==> config.mk <==
export PLATFORM = sky130hd
export DESIGN_NAME = clk_div_bank
export DESIGN_NICKNAME = d
export VERILOG_FILES = /design/src/rtl/clk_div_bank.sv
export SDC_FILE = /design/constraint.sdc
export NUM_CORES = 1
export LEC_CHECK = 0
export ABC_AREA = 0
export BUFFER_PORTS_ARGS = -buffer_cell sky130_fd_sc_hd__buf_4
export CORE_MARGIN = 2
export CORE_UTILIZATION = 25
export CTS_BUF_LIST = sky130_fd_sc_hd__clkbuf_8
export DETAILED_ROUTE_END_ITERATION = 10
export HOLD_SLACK_MARGIN = 0.1
export PLACE_DENSITY = 0.43
export SKIP_CTS_REPAIR_TIMING = 1
export SYNTH_ARGS = -nofsm -noshare
export SYNTH_HDL_FRONTEND = slang
export SYNTH_SLANG_ARGS = --single-unit
==> constraint.sdc <==
create_clock -name clk -period 1.55 [get_ports clk]
set_input_delay 0.2325 -clock clk [delete_from_list [all_inputs] [get_ports clk]]
set_output_delay 0.2325 -clock clk [all_outputs]
set_load 0.02 [all_outputs]
==> src/rtl/clk_div_bank.sv <==
// clk_div_bank: bank of independent, runtime-programmable clock dividers.
// Ratio changes and stops land on period boundaries, so outputs never emit runt pulses.
module clk_div_bank #(
    parameter int unsigned CHANNELS  = 2,
    parameter int unsigned DIV_W     = 8,
    parameter int unsigned RESET_DIV = 1,
    localparam int unsigned CH_W     = (CHANNELS > 1) ? $clog2(CHANNELS) : 1
) (
    input  logic                clk,
    input  logic                reset,
    input  logic [CHANNELS-1:0] en,
    input  logic                sync,
    input  logic                cfg_we,
    input  logic [CH_W-1:0]     cfg_ch,
    input  logic [DIV_W-1:0]    cfg_div,
    output logic [CHANNELS-1:0] div_clk,
    output logic [CHANNELS-1:0] tick,
    output logic [CHANNELS-1:0] running,
    output logic [CHANNELS-1:0] pending
);

    typedef enum logic {
        IDLE = 1'b0,
        RUN  = 1'b1
    } state_t;

    localparam logic [DIV_W-1:0] RST_DIV  = DIV_W'(RESET_DIV);
    localparam logic [CH_W:0]    CH_LIMIT = (CH_W + 1)'(CHANNELS);

    // Writes aimed past the last channel are dropped here, before any channel sees them.
    logic cfg_valid;
    assign cfg_valid = cfg_we && ({1'b0, cfg_ch} < CH_LIMIT);

    for (genvar i = 0; i < CHANNELS; i++) begin : g_ch
        state_t           state_q, state_d;
        logic [DIV_W-1:0] cnt_q, cnt_d;
        logic [DIV_W-1:0] div_cur_q, div_cur_d;
        logic [DIV_W-1:0] div_nxt_q, div_nxt_d;
        logic             div_clk_q, div_clk_d;
        logic             tick_q, tick_d;
        logic             pending_q, pending_d;
        logic             apply_nxt;
        logic             cfg_hit;

        assign cfg_hit = cfg_valid && (cfg_ch == CH_W'(i));

        // NOTE: every signal written here gets a default first, so no path leaves a latch.
        always_comb begin
            state_d   = state_q;
            cnt_d     = cnt_q;
            div_clk_d = div_clk_q;
            tick_d    = 1'b0;
            div_cur_d = div_cur_q;
            div_nxt_d = div_nxt_q;
            pending_d = pending_q;
            apply_nxt = 1'b0;

            unique case (state_q)
                IDLE: begin
                    cnt_d     = '0;
                    div_clk_d = 1'b0;
                    if (en[i]) begin
                        state_d   = RUN;
                        apply_nxt = pending_q;
                    end
                end
                RUN: begin
                    if (!div_clk_q && !en[i]) begin
                        // Stopping in the low phase is immediate; the low phase is never stretched.
                        state_d = IDLE;
                        cnt_d   = '0;
                    end else if (cnt_q == div_cur_q) begin
                        div_clk_d = !div_clk_q;
                        cnt_d     = '0;
                        tick_d    = !div_clk_q;
                        if (div_clk_q) begin
                            apply_nxt = pending_q;
                            if (!en[i]) begin
                                state_d = IDLE;
                            end
                        end
                    end else if (sync && !div_clk_q) begin
                        cnt_d = '0;
                    end else begin
                        cnt_d = cnt_q + DIV_W'(1);
                    end
                end
                default: state_d = IDLE;
            endcase

            if (apply_nxt) begin
                div_cur_d = div_nxt_q;
                pending_d = 1'b0;
            end
            // A write on a boundary cycle re-arms pending after the old value is consumed.
            if (cfg_hit) begin
                div_nxt_d = cfg_div;
                pending_d = 1'b1;
            end
        end

        // NOTE: state registers use non-blocking assignments so all channels update together.
        always_ff @(posedge clk or posedge reset) begin
            if (reset) begin
                // NOTE: divisors reset to RESET_DIV, not zero, so a freshly reset bank runs the legacy ratio.
                state_q   <= IDLE;
                cnt_q     <= '0;
                div_cur_q <= RST_DIV;
                div_nxt_q <= RST_DIV;
                div_clk_q <= 1'b0;
                tick_q    <= 1'b0;
                pending_q <= 1'b0;
            end else begin
                state_q   <= state_d;
                cnt_q     <= cnt_d;
                div_cur_q <= div_cur_d;
                div_nxt_q <= div_nxt_d;
                div_clk_q <= div_clk_d;
                tick_q    <= tick_d;
                pending_q <= pending_d;
            end
        end

        assign div_clk[i] = div_clk_q;
        assign tick[i]    = tick_q;
        assign running[i] = (state_q == RUN);
        assign pending[i] = pending_q;
    end

endmodule
* Word level (Yosys, flattened, before mapping) *
Cells that the tools add are included.

storage, ports and cells
  bits of input ports = 15
  word-level logic and storage cells = 83
  register bits = 56
  output and inout bits = 8

cells by class
  $add $sub $neg = 2
  reductions and logical operators = 14
  mux-type cells = 44
  bitwise logic cells = 3
  equality and inequality tests = 6

operators by type and width
  kind                                                    count
  2-to-1 mux 8 bit                                        6
  one-hot mux 8 bit (2 select lines)                      2
  2-to-1 mux 1 bit                                        30
  adder 8 x 1 -> 8 bit (second input constant)            2
  equality test 8 bit                                     2
  one-hot mux 1 bit (2 select lines)                      6
  logical AND 1 bit                                       6
  zero test 1 bit                                         4
  inequality test 2 x 1 -> 1 bit (second input constant)  2
  inequality test 2 bit (second input constant)           2
  AND reduction 2 bit                                     2
  nonzero test 2 bit                                      2
  NOT 1 bit                                               3

* Logic depth before layout (Yosys ltp) *
Gate-level depths: netlist of run 1.

  depth after elaboration = 6
  mapped depth = 5
  gate-level depth less buffers = 4

* Worst setup path before layout of run 1 *
Ideal clock, no wire load.

  path kind = register -> register
  start = register g_ch[1].div_cur_q[0]
  end = register g_ch[1].pending_q
  library setup time = 0.141 ns
  period minus slack after synthesis = 1.357 ns
  data required time = 1.409 ns
  slack = 0.193 ns
  stages on the path, launching flop included = 6
  arrival time = 1.216 ns
  cell sequence = dfstp_2 > xnor2_1 > nand4_1 > buf_2 > o211ai_1 > nand3_1

between the ends
  longest elaborated chain between the ends = 5

RTL lines
  element                              line  source
  from (decl)                          37    logic [DIV_W-1:0] div_cur_q, div_cur_d;
  from (signal assigned)               116   div_cur_q <= div_cur_d;
  equality test 8 bit                  72    end else if (cnt_q == div_cur_q) begin
  2-to-1 mux 1 bit                     72
  2-to-1 mux 1 bit                     68    if (!div_clk_q && !en[i]) begin
  one-hot mux 1 bit (2 select lines)   58    unique case (state_q)
  nonzero test 2 bit (no source line)  n/a
  to (signal assigned)                 120   pending_q <= pending_d;
  to (decl)                            41    logic pending_q, pending_d;

No other way between the ends.
A chain may end at the register's enable or synchronous reset.

* Final worst setup path of run 1 *
  start = register g_ch[1].div_cur_q[0]
  end = register g_ch[1].cnt_q[7]

between the ends
  longest elaborated chain between the ends = 4

RTL lines
  element                             line  source
  equality test 8 bit                 72
  2-to-1 mux 8 bit                    72
  2-to-1 mux 8 bit                    68
  one-hot mux 8 bit (2 select lines)  58
  net g_ch[1].cnt_d[7]                36    logic [DIV_W-1:0] cnt_q, cnt_d;
  to (signal assigned)                115   cnt_q <= cnt_d;
  to (decl)                           36

The timed path passes the listed nets, and every way through them passes these cells.

==> impl_metrics.csv, run 1 <==
group,metric,value,unit
sta,hold_viol_final,0,
worst_setup_path,cp_num_cells,5,
detailed_routing,drtPass1Iterations,4,
detailed_routing,drt_iter0_drc,100,
detailed_routing,viasPerCell,5.04,
logic_synthesis,synth_nets,301,
clock_network,clockBufferDepth,2,
logic_synthesis,yosys_warnings,0,
sta,finalMaxSlewViolations,0,
finish,drive_above_1_share,30.2,%
floorplanning,chipWidth,113,um
worst_setup_path,crit_path_top_delay_cell,"dfstp_2",
logic_synthesis,synthCells,284,
worst_setup_path,max_stage_delay,0.57,ns
power,leakage,1.44,nW
worst_setup_path,r2r_start,"g_ch[1].div_cur_q[0]",
placement,finalWeightedCongestion,0.753,
logic_synthesis,yosys-top-cells-area,"dfrtp_1, mux2_2, and4_1",
detailed_routing,vias,2288,
detailed_routing,drt-wirelength-per-cell,16.7,um
sta,fmax,656,MHz
logic_synthesis,yosysTopAreaCell,"dfrtp_1",
placement,postPlaceCellArea,3320,sq um
floorplanning,core_area,11500,sq um
logic_synthesis,synth_top_area_share,43.7,%
logic_synthesis,synth_top_family_by_area,"simple AND/OR/NAND/NOR gates",
power,swShare,26.7,%
finish,final_cell_area,3590,sq um
placement,hpwl,5180,um
logic_synthesis,avgSynthCellArea,10.5,sq um
global_routing,antenna_found_initial,0,
logic_synthesis,synth_compound_area_share,9.49,%
logic_synthesis,ys.flop_type,"dfrtp_1",
clock_network,cts_made_buffers,5,
clock_network,h-tree-depth,2,
logic_synthesis,synth.most_common_cell,"dfrtp_1",
power,internal_power,2.43,mW
worst_setup_path,critPathTopFamily,"flip-flops",
finish,final_cells,454,
sta,fin_skew,0.00892,ns
logic_synthesis,synth_common_cells,"dfrtp_1, nand3_1, and4_1, nand4_1",
power,power,3.31,mW
worst_hold_path,hold_class,"primary input to flop",
clock_network,clk_pin_slew_worst_paths,0.11,ns
clock_network,clock-sinks,56,
floorplanning,start_util,25.9,%
placement,dp.cells,442,
power,combPwrFrac,14.7,%
clock_network,clk_latency,0.32,ns
sta,post-route-min-period,1.52,ns
worst_setup_path,critical_path_arrival,1.72,ns
detailed_routing,routed_wl,7590,um
power,clkPwrFrac,32.7,%
detailed_routing,drcViolationCount,0,
placement,io_buffers,22,
sta,relSlewSlack,73.0,%
power,ir_drop,0.410,mV
logic_synthesis,synth_xor_area_share,8.23,%
logic_synthesis,yosys.area_share.simple,21.1,%
worst_setup_path,path_cells,"xnor2_2, nand4_1, buf_4, o221ai_4, nor2_1",
worst_setup_path,end_kind,"flop",
worst_setup_path,r2r_setup_slack,0.03,ns
global_routing,grt_max_degree,43,
worst_setup_path,cp-endpoint,"g_ch[1].cnt_q[7]",
sta,worst_slew_pin_slew,0.404,ns
worst_setup_path,critPathBufInv,1,
sta,fin_crit_sh,98.3,%
worst_setup_path,crit_required,1.75,ns
logic_synthesis,muxShareOfSynthArea,6.72,%
floorplanning,rows,39,
power,power.share.sequential,52.5,%
clock_network,cts_tree,"built",
worst_setup_path,reg2reg_depth,5,
worst_setup_path,path_max_fanout,8,
logic_synthesis,yosys_register_bits,56,
global_routing,gr-total-overflow,0,
logic_synthesis,synthAdderAreaFrac,0.840,%
power,pwr_density_cell,923,nW/um^2
worst_setup_path,path_class,"flop to flop",
logic_synthesis,synth_cell_types,29,
sta,rsz0062_at_grt,"yes",
floorplanning,io-pin-count,23,
logic_synthesis,synth_edf_count,0,
floorplanning,die_y,113,um
floorplanning,die_area,12800,sq um
global_routing,track_usage,12.8,%
finish,diodes,0,
sta,finalSetupViolations,0,
clock_network,cts_root_buf,"clkbuf_8",
logic_synthesis,syn_area,2980,sq um
power,power_switching,0.884,mW
global_routing,grt_pass1_wl,12900,um
worst_setup_path,timing.rr.end,"g_ch[1].cnt_q[7]",
logic_synthesis,seq_area_frac_synth,47.2,%
finish,area_growth,20.4,%
worst_setup_path,startpoint,"g_ch[1].div_cur_q[0]",
detailed_routing,ant_nets,0,
global_routing,first_global_vias,2342,
run,cap_violations,0,
logic_synthesis,synthArstFlopShare,100,%
status,outcome,"completed",
worst_setup_path,cp-start-kind,"flop",
finish,nets,327,
-- area by class of cell --
cell class                 count  area [sq um]
timing repair buffer          46           379
clock buffer                   7          96.3
multi-input combinational    196          1470
inverter                       5          22.5
tap                          143           179
clock inverter                 1          30.0
fill                        1200          7930
sequential                    56          1410
-- worst min path at each step --
stage               startpoint                    to  slack (ns)  cells after the start
floorplan                reset      g_ch[0].cnt_q[0]        0.31                      1
global placement         reset  g_ch[1].div_nxt_q[5]        0.25                      2
detailed placement       reset  g_ch[1].div_nxt_q[3]        0.26                      2
CTS                      reset  g_ch[1].div_nxt_q[3]        -0.1                      2
global route        cfg_div[4]  g_ch[0].div_nxt_q[4]        0.14                      2
finish              cfg_div[6]  g_ch[1].div_nxt_q[6]        0.15                      2
-- cells in the final DEF (no fill, tap or decap), drive strengths merged, types with 7 or more instances in the layout --
cell type  count
a21oi         18
and4          20
buf           45
clkbuf         7
dfrtp         52
mux2          16
nand2          7
nand3         28
nand4         20
nor2          16
o211ai        18
xnor2         18
xor2          10
-- cell families (layout without fill, tap and decap cells) --
logic type	after synthesis	in the layout
AOI/OAI and AO/OA	42	42
adders and majority gates	2	2
DFF	56	56
buffers and inverters	32	59
xor gates and xnor gates	28	28
and+or+nand+nor	106	106
muxes	18	18
-- worst reg2reg max path, cell delays in order, from the launching register on --
cell,delay (ns)
dfstp_2,0.57
xnor2_2,0.12
nand4_1,0.17
buf_4,0.19
o221ai_4,0.28
nor2_1,0.08
-- power groups by stage --
stage,sequential (mW),combinational (mW),clock [mW]
2_1_floorplan,1.71,0.342,0
3_3_place_gp,1.75,0.457,0
3_5_place_dp,1.76,0.465,0
4_1_cts,1.73,0.466,1.12
5_1_grt,1.76,0.550,1.19
6_report,1.74,0.488,1.08
-- stage by stage --
stage	hold WS, ns	TNS [ns]	utilization [%]	setup slack (ns)
2_1_floorplan	0.312	0	-	0.193
3_3_place_gp	0.250	0	28.8	0.0357
3_5_place_dp	0.258	0	28.8	0.0281
4_1_cts	-0.0991	-0.0353	29.9	-0.0162
5_1_grt	0.136	-0.660	31.2	-0.0926
6_report	0.152	0	31.2	0.0263
-- flip-flops by register name (all words and copies together), names as in the netlist --
register and flops:
g_ch.tick_q 2, g_ch.div_cur_q 16, g_ch.div_nxt_q 16, g_ch.div_clk_q 2, g_ch.cnt_q 16, g_ch.state_q 2, g_ch.pending_q 2
-- routing by layer --
metal / track usage [%] / wire [um]
met5: 0 / 0
met4: 4.23 / 132
met3: 2.30 / 215
met2: 19.2 / 3510
met1: 18.6 / 3740
Power figures use the tool's default switching activity.
==> run 2: changes to the inputs <==
--- a/config.mk
+++ b/config.mk
@@ -7,6 +7,7 @@
 export LEC_CHECK = 0
 export ABC_AREA = 0
 export BUFFER_PORTS_ARGS = -buffer_cell sky130_fd_sc_hd__buf_4
+export CORE_ASPECT_RATIO = 1.75
 export CORE_MARGIN = 2
 export CORE_UTILIZATION = 25
 export CTS_BUF_LIST = sky130_fd_sc_hd__clkbuf_8
==> run 2 against run 1 <==
Net effect: sequential share of layout area decreased by 0.43 points; critical path depth increased by 1; register-to-register slack about the same; global-route usage decreased by 0.29 points; routed wire length increased by 3.7%; largest power group unchanged; sequential power about the same; worst hold slack got worse by 0.0028 ns; via count increased by 2.6%; clock power decreased by 18%; total power decreased by 5.6%; clock-buffer cell count decreased by 1.
==> impl_metrics.csv, run 2 (synthesis gave the netlist of run 1 again) <==
group,metric,value,unit
status,outcome,"completed",
floorplanning,io-pin-count,23,
placement,finalWeightedCongestion,0.791,
global_routing,first_global_vias,2387,
finish,drive_above_1_share,32.9,%
worst_setup_path,end_kind,"flop",
detailed_routing,ant_nets,0,
floorplanning,die_y,148,um
global_routing,top_usage_layer,"met2",
sta,hold_viol_final,0,
floorplanning,start_util,25.7,%
worst_setup_path,critical_path_arrival,1.73,ns
worst_setup_path,r2r_setup_slack,0.04,ns
floorplanning,core_area,11600,sq um
worst_setup_path,crit_path_top_delay_cell,"dfstp_2",
clock_network,clockBufferDepth,2,
detailed_routing,routed_wl,7870,um
global_routing,antenna_found_initial,0,
placement,io_buffers,22,
floorplanning,die_area,12800,sq um
placement,post-place-ws,-0.00167,ns
worst_setup_path,path_max_fanout,8,
sta,finalSetupViolations,0,
clock_network,clock-sinks,56,
global_routing,grt_util_met1,11.7,%
worst_setup_path,cp-start-kind,"flop",
sta,fin_crit_sh,97.6,%
worst_setup_path,reg2reg_depth,6,
detailed_routing,drt-wirelength-per-cell,17.2,um
power,power_switching,0.890,mW
finish,nets,338,
detailed_routing,drt_iter0_drc,54,
worst_setup_path,cp_common_cell,"buf_6",
global_routing,grt_max_degree,33,
sta,hold_slack,0.149,ns
finish,diodes,0,
sta,post-route-min-period,1.51,ns
worst_setup_path,timing.rr.end,"g_ch[0].cnt_q[3]",
finish,final_cells,457,
power,leakage,1.47,nW
worst_setup_path,critPathTopFamily,"flip-flops",
worst_setup_path,critPathBufInv,2,
run,cap_violations,0,
detailed_routing,drtPass1Iterations,4,
power,internal_power,2.24,mW
sta,fin_skew,0.00938,ns
worst_setup_path,max_stage_delay,0.58,ns
sta,worst_slew_pin_slew,0.680,ns
worst_setup_path,crit_required,1.77,ns
worst_setup_path,r2r_start,"g_ch[0].div_cur_q[0]",
detailed_routing,drcViolationCount,0,
finish,reg.largest.list,"g_ch.cnt_q: 16 flops, g_ch.div_cur_q: 16 flops, g_ch.div_nxt_q: 16 flops",
clock_network,h-tree-depth,2,
placement,postPlaceCellArea,3390,sq um
power,swShare,28.5,%
sta,fmax,661,MHz
global_routing,gr-total-overflow,0,
power,clkPwrFrac,28.3,%
global_routing,use_met2,25.3,%
worst_setup_path,cp_num_cells,6,
clock_network,clk_pin_slew_worst_paths,0.11,ns
clock_network,clk_latency,0.32,ns
power,pwr_density_cell,862,nW/um^2
finish,fillers,1215,
floorplanning,chipWidth,86.5,um
sta,finalWorstSetupSlack,0.0374,ns
clock_network,cts_made_buffers,5,
worst_setup_path,path_cells,"xnor2_2, nand4_1, buf_6, o221ai_2, buf_6, nor2_1",
finish,final_cell_mix,"dfrtp_1, buf_4, nand3_1",
global_routing,grt_pass1_wl,12400,um
sta,finalMaxSlewViolations,0,
worst_hold_path,hold_class,"primary input to flop",
sta,rsz0062_at_grt,"yes",
worst_setup_path,path_class,"flop to flop",
global_routing,use_met3,2.22,%
finish,area_growth,21.7,%
placement,hpwl,5970,um
power,ir_drop,0.404,mV
detailed_routing,viasPerCell,5.14,
detailed_routing,vias,2347,
clock_network,cts_root_buf,"clkbuf_8",
global_routing,track_usage,12.5,%
worst_setup_path,cp-endpoint,"g_ch[0].cnt_q[3]",
floorplanning,rows,52,
sta,relSlewSlack,54.6,%
worst_setup_path,startpoint,"g_ch[0].div_cur_q[0]",
placement,dp.cells,443,
power,combPwrFrac,16.5,%
power,power.share.sequential,55.2,%
clock_network,cts_tree,"built",
finish,final_cell_area,3630,sq um
[run 2: changes by cell type in the layout (fill, tap and decap cells not counted), sizes merged]
cell / delta
buf: +11
bufinv: -1
clkbuf: -1
clkinv: +1
inv: +1
[run 2: routing by layer]
| metal | part of all wire, % | wire length, um | up-vias |
|---|---|---|---|
| li1 | - | - | 1115 |
| met1 | 35 | 2730 | 1176 |
| met2 | 60 | 4760 | 41 |
| met3 | 2.3 | 180 | 15 |
| met4 | 2.6 | 205 | 0 |
| met5 | 0 | 0 | - |
[run 2: worst min path at each step]
stage	from	to	slack, ns	depth (start not counted)
after floorplan	reset	g_ch[0].cnt_q[0]	0.31	1
after global placement	reset	g_ch[0].tick_q	0.27	2
after detailed placement	reset	g_ch[0].tick_q	0.27	2
after CTS	reset	g_ch[1].div_nxt_q[7]	-0.09	2
after global routing	cfg_div[7]	g_ch[0].div_nxt_q[7]	0.14	2
final	cfg_div[2]	g_ch[1].div_nxt_q[2]	0.15	2
[run 2: area by class of cell]
| type | count | area [sq um] | share of cell area, % |
|---|---|---|---|
| Clock inverter | 2 | 13.8 | 0.379 |
| Inverter | 5 | 22.5 | 0.621 |
| Tap cell | 135 | 169 | 4.66 |
| Sequential cell | 56 | 1410 | 38.8 |
| Timing Repair Buffer | 57 | 464 | 12.8 |
| Multi-Input combinational cell | 196 | 1470 | 40.4 |
| Clock buffer | 6 | 82.6 | 2.28 |
[run 2: stage by stage]
stage	TNS (ns)	util, %	total power, mW
6_report	0	31.3	3.13
5_1_grt	-0.496	31.3	3.30
4_1_cts	-0.0790	30.1	3.15
3_5_place_dp	-0.00167	29.2	2.22
3_3_place_gp	0	29.2	2.21
2_1_floorplan	0	-	2.05
[run 2: worst register-to-register path: cells and delay by family, from the launching register on]
kind            cells  cell delay, ns
flops               1            0.58
buf+inv             2            0.36
simple gates        2            0.22
compound gates      1            0.14
xor+xnor            1            0.12
[run 2: power groups by stage]
| stage | registers [mW] | clock network (mW) | logic (mW) |
|---|---|---|---|
| 4_1_cts | 1.72 | 0.949 | 0.482 |
| 2_1_floorplan | 1.71 | 0 | 0.342 |
| 3_5_place_dp | 1.74 | 0 | 0.481 |
| 3_3_place_gp | 1.74 | 0 | 0.474 |
| 5_1_grt | 1.74 | 0.984 | 0.574 |
| 6_report | 1.73 | 0.885 | 0.517 |
==> run 3: changes to the inputs <==
==> constraint.sdc (replaced) <==
create_clock -name clk -period 1.3 [get_ports clk]
set_input_delay 0.195 -clock clk [delete_from_list [all_inputs] [get_ports clk]]
set_output_delay 0.195 -clock clk [all_outputs]
set_load 0.02 [all_outputs]
==> run 3 against run 2 <==
Net effect: the run now ends with negative setup slack left; non-clock buffer count up 36; first-iteration DRC count up 120%; maximum frequency up 1.7%; clock-buffer cell count up 1; clock power up 44%; sequential share of layout area down 3.7 points; critical path depth down 2; utilization up 3.3 points; routed wire length up 4.1%; total power up 31%; sequential power up 19%; final area up 10%; critical path type unchanged; largest power group unchanged.
==> impl_metrics.csv, run 3 (synthesis gave the netlist of run 1 again) <==
group,metric,value,unit
floorplanning,die_y,148,um
worst_setup_path,timing.rr.end,"g_ch[1].div_cur_q[6]",
global_routing,grt_max_degree,57,
sta,hold_viol_final,0,
worst_setup_path,critical_path_arrival,1.74,ns
placement,finalWeightedCongestion,0.828,
detailed_routing,drt-wirelength-per-cell,16.6,um
finish,layout_commonest_cell,"buf_4",
finish,final_cells,493,
power,internal_power,3.01,mW
sta,relSlewSlack,57.9,%
finish,fillers,1184,
sta,fmax,673,MHz
worst_setup_path,path_class,"flop to flop",
finish,multi_input_area,1480,sq um
finish,postLayoutCoreUtil,34.6,%
detailed_routing,drcViolationCount,0,
placement,dp.cells,473,
sta,finalSetupViolations,41,
placement,io_buffers,22,
clock_network,clk_pin_slew_worst_paths,0.10,ns
worst_setup_path,cp-start-kind,"flop",
sta,worst_slew_pin_slew,0.630,ns
global_routing,grt_pass1_wl,13200,um
finish,reg.largest.list,"g_ch.cnt_q: 16 flops, g_ch.div_cur_q: 16 flops, g_ch.div_nxt_q: 16 flops",
detailed_routing,drtPass1Iterations,4,
finish,diodes,0,
power,swShare,26.4,%
clock_network,h-tree-depth,2,
placement,hpwl,5920,um
sta,finalWorstSetupSlack,-0.187,ns
worst_hold_path,hold_depth,2,
worst_setup_path,end_kind,"flop",
power,clkPwrFrac,31.1,%
floorplanning,io-pin-count,23,
sta,fin_crit_sh,114,%
floorplanning,core_area,11600,sq um
status,violations,"negative setup slack",
worst_setup_path,r2r_start,"g_ch[1].state_q",
run,cap_violations,0,
finish,drive_above_1_share,40.2,%
worst_setup_path,path_max_fanout,8,
power,leakage,1.70,nW
global_routing,antenna_found_initial,0,
global_routing,track_usage,13.2,%
power,power.share.sequential,50.3,%
clock_network,clk_latency,0.32,ns
worst_hold_path,hold_class,"primary input to flop",
clock_network,cts_root_buf,"clkbuf_8",
finish,nets,374,
clock_network,clockBufferDepth,2,
clock_network,cts_made_buffers,5,
global_routing,gr-total-overflow,0,
clock_network,clock-sinks,56,
detailed_routing,routed_wl,8200,um
detailed_routing,ant_nets,0,
detailed_routing,vias,2444,
floorplanning,rows,52,
floorplanning,start_util,25.7,%
worst_setup_path,r2r_setup_slack,-0.19,ns
finish,final_cell_mix,"buf_4, dfrtp_1, nand3_1",
power,power,4.09,mW
finish,area_growth,34.4,%
finish,ff_latch_area,1410,sq um
clock_network,cts_tree,"built",
worst_setup_path,crit_required,1.56,ns
sta,fin_skew,0.0133,ns
worst_setup_path,reg2reg_depth,4,
sta,rsz0062_at_grt,"yes",
power,power_switching,1.08,mW
detailed_routing,viasPerCell,4.96,
floorplanning,die_area,12800,sq um
sta,finalMaxSlewViolations,0,
power,pwr_density_cell,1020,nW/um^2
sta,post-route-min-period,1.49,ns
power,combPwrFrac,18.6,%
floorplanning,chipWidth,86.5,um
power,ir_drop,0.546,mV
worst_hold_path,hold_end,"g_ch[1].div_nxt_q[5]",
global_routing,first_global_vias,2511,
worst_hold_path,hold_start,"cfg_div[5]",
status,outcome,"finished, violations left",
detailed_routing,drt_iter0_drc,119,
[run 3: final cells by class]
type                    instances  area share [%]
clock buffers                   7            2.40
well taps                     135            4.22
repair buffers                 93            19.9
flip-flops and latches         56            35.1
multi-input cells             196            36.9
clock inverters                 1           0.750
inverters                       5           0.656
[run 3: worst max-delay path, stage by stage, from the launching register on]
cell and delay [ns]:
dfrtp_1 0.41, mux2i_1 0.15, nor2b_1 0.52, nand4_1 0.21, nand3_1 0.12
[run 3: worst max-delay path by stage]
stage / start / endpoint / slack [ns] / cells after the start
6_report: g_ch[1].state_q / g_ch[1].div_cur_q[6] / -0.19 / 4
5_1_grt: g_ch[1].div_cur_q[1] / g_ch[1].div_cur_q[2] / -0.26 / 5
4_1_cts: g_ch[1].div_cur_q[1] / g_ch[1].div_cur_q[5] / -0.16 / 5
3_5_place_dp: g_ch[1].div_cur_q[0] / g_ch[1].div_cur_q[5] / -0.13 / 5
3_3_place_gp: g_ch[1].div_cur_q[0] / g_ch[1].div_cur_q[3] / -0.12 / 5
2_1_floorplan: g_ch[1].div_cur_q[0] / g_ch[1].pending_q / -0.009 / 5
[run 3: per-layer routing]
layer / part of all wire, % / global-route usage (%)
met5: 0 / 0
met4: 4.2 / 6.17
met3: 2.9 / 2.28
met2: 56 / 24.5
met1: 37 / 14.1
[run 3: power groups by stage]
stage	sequential, mW	combinational, mW	clock (mW)
CTS	2.05	0.702	1.34
floorplan	2.04	0.414	0
finish	2.06	0.759	1.27
global placement	2.08	0.691	0
global route	2.08	0.837	1.40
detailed placement	2.08	0.699	0
[run 3: through the flow]
stage                     cell area, sq um  hold slack, ns  TNS [ns]  setup WS (ns)
after detailed placement              3630           0.305     -3.45         -0.134
after floorplan                       3010           0.274  -0.00889       -0.00889
after global routing                  4010           0.107     -6.56         -0.255
final                                 4010           0.119     -3.54         -0.187
after CTS                             3750         -0.0643     -4.52         -0.156
after global placement                3630           0.304     -3.32         -0.124
